$ cat src/rtl/memory_read_client.sv
// Read-burst requester for one arbiter slot; buffers returned words in a
// local FIFO and streams them out, with credits bounding reads in flight.
// Ports: clk/reset_n; start/base_address/length/busy/done/error control;
// req_* to the arbiter, rsp_* from it; pix_* valid/ready output stream.
module memory_read_client #(
  parameter int ADDRESS_WIDTH = 25,
  parameter int DATA_WIDTH    = 16,
  parameter int LENGTH_WIDTH  = 16,
  parameter int RX_FIFO_DEPTH = 16
) (
  input  logic                     clk,
  input  logic                     reset_n,
  input  logic                     start,
  input  logic [ADDRESS_WIDTH-1:0] base_address,
  input  logic [LENGTH_WIDTH-1:0]  length,
  output logic                     busy,
  output logic                     done,
  output logic                     error,
  output logic [ADDRESS_WIDTH-1:0] req_address,
  output logic                     req_wr,
  output logic [DATA_WIDTH-1:0]    req_data,
  output logic                     req_valid,
  input  logic                     req_full,
  input  logic [DATA_WIDTH-1:0]    rsp_data,
  input  logic                     rsp_valid,
  output logic [DATA_WIDTH-1:0]    pix_data,
  output logic                     pix_valid,
  input  logic                     pix_ready
);

  localparam int PW = $clog2(RX_FIFO_DEPTH);
  localparam int CW = PW + 1;

  typedef enum logic [1:0] {
    IDLE  = 2'd0,
    ISSUE = 2'd1,
    DRAIN = 2'd2
  } state_t;

  state_t                   state_q;
  logic [LENGTH_WIDTH-1:0]  len_q;
  logic [LENGTH_WIDTH-1:0]  issued_q;
  logic [ADDRESS_WIDTH-1:0] addr_q;
  logic [CW-1:0]            outst_q;
  logic [CW-1:0]            count_q;
  logic [PW-1:0]            wptr_q;
  logic [PW-1:0]            rptr_q;
  logic                     done_q;
  logic                     error_q;
  logic [DATA_WIDTH-1:0]    mem_q [RX_FIFO_DEPTH];

  logic [CW:0]           used;
  logic                  has_credit;
  logic                  take;
  logic                  push;
  logic                  stray;
  logic                  pop;
  logic                  last;
  logic [CW-1:0]         outst_d;
  logic [CW-1:0]         count_d;
  logic [LENGTH_WIDTH-1:0] issued_d;

  // Slots already claimed: reads in flight plus words waiting in the FIFO.
  assign used       = {1'b0, outst_q} + {1'b0, count_q};
  assign has_credit = used < (CW+1)'(RX_FIFO_DEPTH);
  assign take       = (state_q == ISSUE) & ~req_full & has_credit;
  assign push       = rsp_valid & (outst_q != '0);
  assign stray      = rsp_valid & (outst_q == '0);
  assign pop        = (count_q != '0) & pix_ready;
  assign issued_d   = issued_q + LENGTH_WIDTH'(1);
  assign last       = take & (issued_d == len_q);

  always_comb begin
    outst_d = outst_q;
    unique case ({take, push})
      2'b10:   outst_d = outst_q + CW'(1);
      2'b01:   outst_d = outst_q - CW'(1);
      default: outst_d = outst_q;
    endcase
  end

  always_comb begin
    count_d = count_q;
    unique case ({push, pop})
      2'b10:   count_d = count_q + CW'(1);
      2'b01:   count_d = count_q - CW'(1);
      default: count_d = count_q;
    endcase
  end

  always_ff @(posedge clk or negedge reset_n) begin
    if (!reset_n) begin
      state_q  <= IDLE;
      len_q    <= '0;
      issued_q <= '0;
      addr_q   <= '0;
      outst_q  <= '0;
      count_q  <= '0;
      wptr_q   <= '0;
      rptr_q   <= '0;
      done_q   <= 1'b0;
      error_q  <= 1'b0;
    end else begin
      done_q  <= 1'b0;
      outst_q <= outst_d;
      count_q <= count_d;
      if (push) wptr_q <= wptr_q + PW'(1);
      if (pop)  rptr_q <= rptr_q + PW'(1);
      unique case (state_q)
        IDLE: begin
          if (start) begin
            if (length != '0) begin
              len_q    <= length;
              issued_q <= '0;
              addr_q   <= base_address;
              error_q  <= 1'b0;
              state_q  <= ISSUE;
            end else begin
              done_q <= 1'b1;
            end
          end
        end
        ISSUE: begin
          if (take) begin
            issued_q <= issued_d;
            addr_q   <= addr_q + ADDRESS_WIDTH'(1);
            if (last) state_q <= DRAIN;
          end
        end
        DRAIN: begin
          if (outst_q == '0 && count_q == '0) begin
            done_q  <= 1'b1;
            state_q <= IDLE;
          end
        end
        default: state_q <= IDLE;
      endcase
      // A stray response wins over a same-cycle start clearing the flag.
      if (stray) error_q <= 1'b1;
    end
  end

  always_ff @(posedge clk) begin
    if (push) mem_q[wptr_q] <= rsp_data;
  end

  assign busy        = (state_q != IDLE);
  assign done        = done_q;
  assign error       = error_q;
  assign req_address = addr_q;
  assign req_wr      = 1'b0;
  assign req_data    = '0;
  assign req_valid   = take;
  assign pix_valid   = (count_q != '0);
  assign pix_data    = mem_q[rptr_q];

endmodule

$ cat config.mk
export PLATFORM = sky130hd
export DESIGN_NAME = memory_read_client
export DESIGN_NICKNAME = d
export VERILOG_FILES = /design/src/rtl/memory_read_client.sv
export SDC_FILE = /design/constraint.sdc
export NUM_CORES = 1
export LEC_CHECK = 0
export CORE_ASPECT_RATIO = 1.2
export CORE_MARGIN = 5
export CORE_UTILIZATION = 50
export CTS_CLUSTER_SIZE = 25
export DETAILED_ROUTE_END_ITERATION = 10
export HOLD_SLACK_MARGIN = 0.02
export PLACE_DENSITY = 0.71
export SETUP_SLACK_MARGIN = 0.05
export SLEW_MARGIN = 20
export SYNTH_ARGS = -nofsm -noshare
export SYNTH_HDL_FRONTEND = slang
export SYNTH_SLANG_ARGS = --single-unit
$ cat constraint.sdc
create_clock -name clk -period 9.8 [get_ports clk]
set_clock_uncertainty 0.05 [all_clocks]
set_input_delay 0.98 -clock clk [delete_from_list [all_inputs] [get_ports clk]]
set_output_delay 0.98 -clock clk [all_outputs]
set_load 0.01 [all_outputs]
==> flow_summary.html <==
<table>
<tr><th>Metric</th><th>Value</th></tr>
<tr><th colspan="2">CTS</th></tr>
<tr><td>Clk Latency, worst-skew pair</td><td>510 ps</td></tr>
<tr><td>Clock slew at the register clock pins of the worst setup and hold paths</td><td>60 ps</td></tr>
<tr><td>Maximum buffer depth of the clock tree</td><td>3</td></tr>
<tr><td>Root Driver</td><td>sky130_fd_sc_hd__clkbuf_16</td></tr>
<tr><td>Post-CTS Repair Setup Buffers</td><td>0</td></tr>
<tr><td>Clock tree from TritonCTS</td><td>built</td></tr>
<tr><td>CTS hold repair buffers</td><td>0</td></tr>
<tr><td>TritonCTS buffer count</td><td>35</td></tr>
<tr><td>Clock H-tree levels</td><td>2</td></tr>
<tr><td>Clock tree sinks</td><td>335</td></tr>
<tr><td>Number of instances resized during post-cts repair</td><td>0</td></tr>
<tr><th colspan="2">Place</th></tr>
<tr><td>Standard cell area after detailed placement</td><td>0.0161 mm²</td></tr>
<tr><td>Cells after DPL</td><td>1368</td></tr>
<tr><td>IO buf count</td><td>108</td></tr>
<tr><td>Estimated wirelength of the detail-placed design</td><td>19.0 mm</td></tr>
<tr><td>Gp weighted congestion</td><td>0.806</td></tr>
<tr><th colspan="2">Layout</th></tr>
<tr><td>Final std cell area, no fill</td><td>0.0172 mm²</td></tr>
<tr><td>Number of diodes</td><td>0</td></tr>
<tr><td>Final-stage net count</td><td>1103</td></tr>
<tr><td>Fraction of layout cells with a size suffix above 1</td><td>19.3%</td></tr>
<tr><td>Layout overhead on the synthesized area</td><td>18.0%</td></tr>
<tr><td>Count of placed standard cells in the final layout, fillers left out</td><td>1431</td></tr>
<tr><td>Final core utilization</td><td>59.9%</td></tr>
<tr><th colspan="2">Logic synthesis</th></tr>
<tr><td>Most instantiated flip-flop cell in the synthesis netlist</td><td>sky130_fd_sc_hd__edfxtp_1</td></tr>
<tr><td>Post-synth EDFFs</td><td>256</td></tr>
<tr><td>Number of storage elements in the synthesis netlist</td><td>335</td></tr>
<tr><td>Share of synthesized area occupied by flip-flops and latches</td><td>66.2%</td></tr>
<tr><td>Post-Syn Area per Cell</td><td>16.1 µm²</td></tr>
<tr><td>Netlist area before placement</td><td>0.0146 mm²</td></tr>
<tr><td>Count of mapped cells out of synthesis</td><td>905</td></tr>
<tr><td>Distinct cells, synth</td><td>68</td></tr>
<tr><td>Async set or reset register ratio after synthesis</td><td>23.6%</td></tr>
<tr><td>Warning count from the yosys run</td><td>0</td></tr>
<tr><th colspan="2">Power and ir drop</th></tr>
<tr><td>Sequential share of power</td><td>40.4%</td></tr>
<tr><td>Maximum vdd ir drop</td><td>0.171 mV</td></tr>
<tr><td>Cell internal pwr</td><td>3.43 mW</td></tr>
<tr><td>Proportion of power drawn by combinational gates</td><td>33.9%</td></tr>
<tr><td>NetSw</td><td>1.63 mW</td></tr>
<tr><td>Switching Fraction</td><td>32.2%</td></tr>
<tr><td>P_leak</td><td>5.94 nW</td></tr>
<tr><td>Power density of the placed cells</td><td>294 mW/mm²</td></tr>
<tr><td>Clock share of power</td><td>25.7%</td></tr>
<tr><th colspan="2">STA</th></tr>
<tr><td>Max transition margin</td><td>23.9%</td></tr>
<tr><td>Final sum of negative setup slack</td><td>0 ps</td></tr>
<tr><td>Count of endpoints failing setup in the final report</td><td>0</td></tr>
<tr><td>Achievable Freq</td><td>210 MHz</td></tr>
<tr><td>RSZ-0062 raised after global routing</td><td>false</td></tr>
<tr><td>Max-slew violation total from the final report</td><td>0</td></tr>
<tr><td>Final worst path period need</td><td>4760 ps</td></tr>
<tr><td>Final hold violation count</td><td>0</td></tr>
<tr><td>Period utilization</td><td>48.5%</td></tr>
<tr><td>Transition time at the pin with the least slew margin</td><td>1140 ps</td></tr>
<tr><th colspan="2">Detailed routing</th></tr>
<tr><td>Routed via count</td><td>8384</td></tr>
<tr><td>Residual DRC count</td><td>0</td></tr>
<tr><td>Initial DRT Pass Iterations</td><td>5</td></tr>
<tr><td>Number of design-rule violations left by the first detailed-router iteration</td><td>673</td></tr>
<tr><td>WL/cell</td><td>22.6 µm</td></tr>
<tr><td>Number of vias per cell after detailed routing</td><td>5.86</td></tr>
<tr><td>Detailed-route wire length</td><td>32.3 mm</td></tr>
<tr><td>Residual antenna-violating net count after detailed routing</td><td>0</td></tr>
<tr><th colspan="2">Floorplan</th></tr>
<tr><td>Boundary Pins</td><td>126</td></tr>
<tr><td>Floorplan Core Area</td><td>0.0288 mm²</td></tr>
<tr><td>Initial core utilization</td><td>50.8%</td></tr>
<tr><td>Number of placement rows</td><td>68</td></tr>
<tr><td>Chip Width</td><td>166 µm</td></tr>
<tr><td>Die outline area</td><td>0.0327 mm²</td></tr>
<tr><td>Die span in y</td><td>197 µm</td></tr>
<tr><th colspan="2">Worst setup path</th></tr>
<tr><td>Endpoint class of the critical path</td><td>primary output</td></tr>
<tr><td>Worst setup SP type</td><td>flip-flop</td></tr>
<tr><td>Data arrival time of the worst path</td><td>3730 ps</td></tr>
<tr><td>Crit Path Class</td><td>flip-flop to primary output</td></tr>
<tr><td>Critical path peak fanout</td><td>42</td></tr>
<tr><td>Data required, critical path</td><td>8770 ps</td></tr>
<tr><th colspan="2">GRT</th></tr>
<tr><td>Maximum number of pins on one net before global-route repair</td><td>70</td></tr>
<tr><td>Wire length of the first global-routing pass</td><td>50.1 mm</td></tr>
<tr><td>Via count of the first global-routing pass</td><td>8459</td></tr>
<tr><td>Global-route usage over all layers</td><td>19.6%</td></tr>
<tr><td>Remaining global-route overflow</td><td>0</td></tr>
<tr><td>Initial antenna violation count</td><td>0</td></tr>
<tr><th colspan="2">Outcome</th></tr>
<tr><td>Outcome</td><td>completed</td></tr>
<tr><th colspan="2">Min path</th></tr>
<tr><td>Worst hold path type</td><td>primary input to async pin</td></tr>
<tr><th colspan="2">Job</th></tr>
<tr><td>Max-Cap Viols</td><td>0</td></tr>
</table>
==> layer usage <==
layer  vias to the layer above  track usage, %  routed length, µm
li1                       3763               -                  -
met1                      4311            25.6              12900
met2                       266            34.7              17000
met3                        44            3.02               1740
met4                         0            5.10                644
met5                         -               0                  0
==> cells by family (layout without fill, tap and decap cells) <==
group | after synthesis | in the layout | share of synthesized area, %
AOI/OAI and AO/OA | 145 | 145 | 6.18
DFF | 335 | 335 | 66.2
other | 1 | 17 | 0.0257
muxes | 103 | 103 | 14.1
xor gates and xnor gates | 40 | 40 | 2.40
buffers and inverters | 83 | 208 | 2.73
adders and majority gates | 20 | 20 | 1.77
and+or+nand+nor | 178 | 178 | 6.60
==> synth_stat cells (10+ instances only) <==
cell	instances	area share, %
sky130_fd_sc_hd__dfrtp_1	79	14
sky130_fd_sc_hd__ha_1	19	1.6
sky130_fd_sc_hd__mux4_2	80	12
sky130_fd_sc_hd__o21ai_0	23	0.79
sky130_fd_sc_hd__o21ai_1	28	0.96
sky130_fd_sc_hd__buf_4	17	0.87
sky130_fd_sc_hd__mux2_2	18	1.4
sky130_fd_sc_hd__nor4_1	10	0.43
sky130_fd_sc_hd__xnor2_1	27	1.6
sky130_fd_sc_hd__edfxtp_1	256	53
sky130_fd_sc_hd__nand4_1	16	0.69
sky130_fd_sc_hd__clkbuf_1	25	0.64
sky130_fd_sc_hd__nand2_1	46	1.2
sky130_fd_sc_hd__buf_2	19	0.65
sky130_fd_sc_hd__nand3_1	13	0.45
sky130_fd_sc_hd__xor2_1	13	0.78
sky130_fd_sc_hd__inv_1	14	0.36
sky130_fd_sc_hd__a21oi_1	41	1.4
sky130_fd_sc_hd__nor2_1	41	1.1
==> path summary, 6_finish.rpt <==
check	cells after the start	startpoint	end	slack [ps]
worst max-delay path	4	rptr_q[0]	pix_data[1]	5040
worst min-delay path	1	reset_n	len_q[5]	250
worst max register to register	12	outst_q[2]	outst_q[4]	6350
worst min register to register	2	error	error	440
max in group asynchronous	2	reset_n	rptr_q[0]	8200
min in group clk	2	error	error	440
==> registers in the layout, summed over array words and instances (netlist names), 2 cells and up <==
register     cells
req_address     25
count_q          5
outst_q          5
rptr_q           4
len_q           16
wptr_q           4
issued_q        16
mem_q          256
state_q          2
==> cells in the final DEF, fill, tap and decap left out, types with 3 or more instances in the layout <==
cell type                         instances
sky130_fd_sc_hd__a21o_1                   4
sky130_fd_sc_hd__a21oi_1                 41
sky130_fd_sc_hd__a22oi_1                  3
sky130_fd_sc_hd__a31oi_1                  3
sky130_fd_sc_hd__and2_1                   7
sky130_fd_sc_hd__and3_1                   6
sky130_fd_sc_hd__buf_4                   24
sky130_fd_sc_hd__bufinv_16                3
sky130_fd_sc_hd__clkbuf_1                 4
sky130_fd_sc_hd__clkbuf_16               36
sky130_fd_sc_hd__clkdlybuf4s50_1        107
sky130_fd_sc_hd__clkinv_1                10
sky130_fd_sc_hd__clkinv_2                 5
sky130_fd_sc_hd__conb_1                  17
sky130_fd_sc_hd__dfrtp_1                 77
sky130_fd_sc_hd__edfxtp_1               256
sky130_fd_sc_hd__ha_1                    19
sky130_fd_sc_hd__inv_1                   14
sky130_fd_sc_hd__mux2_2                  18
sky130_fd_sc_hd__mux2i_1                  5
sky130_fd_sc_hd__mux4_2                  80
sky130_fd_sc_hd__nand2_1                 46
sky130_fd_sc_hd__nand2b_1                 3
sky130_fd_sc_hd__nand3_1                 13
sky130_fd_sc_hd__nand4_1                 16
sky130_fd_sc_hd__nor2_1                  29
sky130_fd_sc_hd__nor2_2                  12
sky130_fd_sc_hd__nor3_1                   3
sky130_fd_sc_hd__nor3_2                   4
sky130_fd_sc_hd__nor3b_1                  4
sky130_fd_sc_hd__nor4_1                  10
sky130_fd_sc_hd__nor4_2                   3
sky130_fd_sc_hd__o21ai_0                 23
sky130_fd_sc_hd__o21ai_1                 28
sky130_fd_sc_hd__o22ai_1                  8
sky130_fd_sc_hd__o2bb2a_1                 6
sky130_fd_sc_hd__o31ai_1                  9
sky130_fd_sc_hd__or2_1                    4
sky130_fd_sc_hd__xnor2_1                 27
sky130_fd_sc_hd__xor2_1                  13
==> cell type report <==
class / count / area [µm²]
Fill cell: 2213 / 11500
Sequential cell: 335 / 9670
Multi-Input combinational cell: 503 / 4640
Timing Repair Buffer: 131 / 1250
Clock buffer: 40 / 916
Tap cell: 385 / 482
Clock inverter: 23 / 210
Inverter: 14 / 52.6
==> metrics by stage <==
step / total power [mW] / hold slack (ps) / setup slack, ps
after CTS: 5.12 / 237 / 4960
after global placement: 3.75 / 426 / 5560
final: 5.06 / 247 / 5040
after global routing: 5.33 / 242 / 4800
after detailed placement: 3.80 / 423 / 5540
after floorplan: 3.16 / 411 / 6140
==> power by group through the flow <==
stage          clock (mW)  sequential, mW  combinational [mW]
4_1_cts              1.33            2.05                1.74
3_3_place_gp            0            2.06                1.69
3_5_place_dp            0            2.08                1.73
5_1_grt              1.39            2.08                1.86
6_report             1.30            2.05                1.71
2_1_floorplan           0            1.95                1.21
==> critical path, stage by stage (launching register included) <==
cell	delay, ps
sky130_fd_sc_hd__dfrtp_4	760
sky130_fd_sc_hd__buf_4	750
sky130_fd_sc_hd__mux4_2	610
sky130_fd_sc_hd__mux4_2	530
sky130_fd_sc_hd__clkdlybuf4s50_1	510
Power figures use the tool's default switching activity.
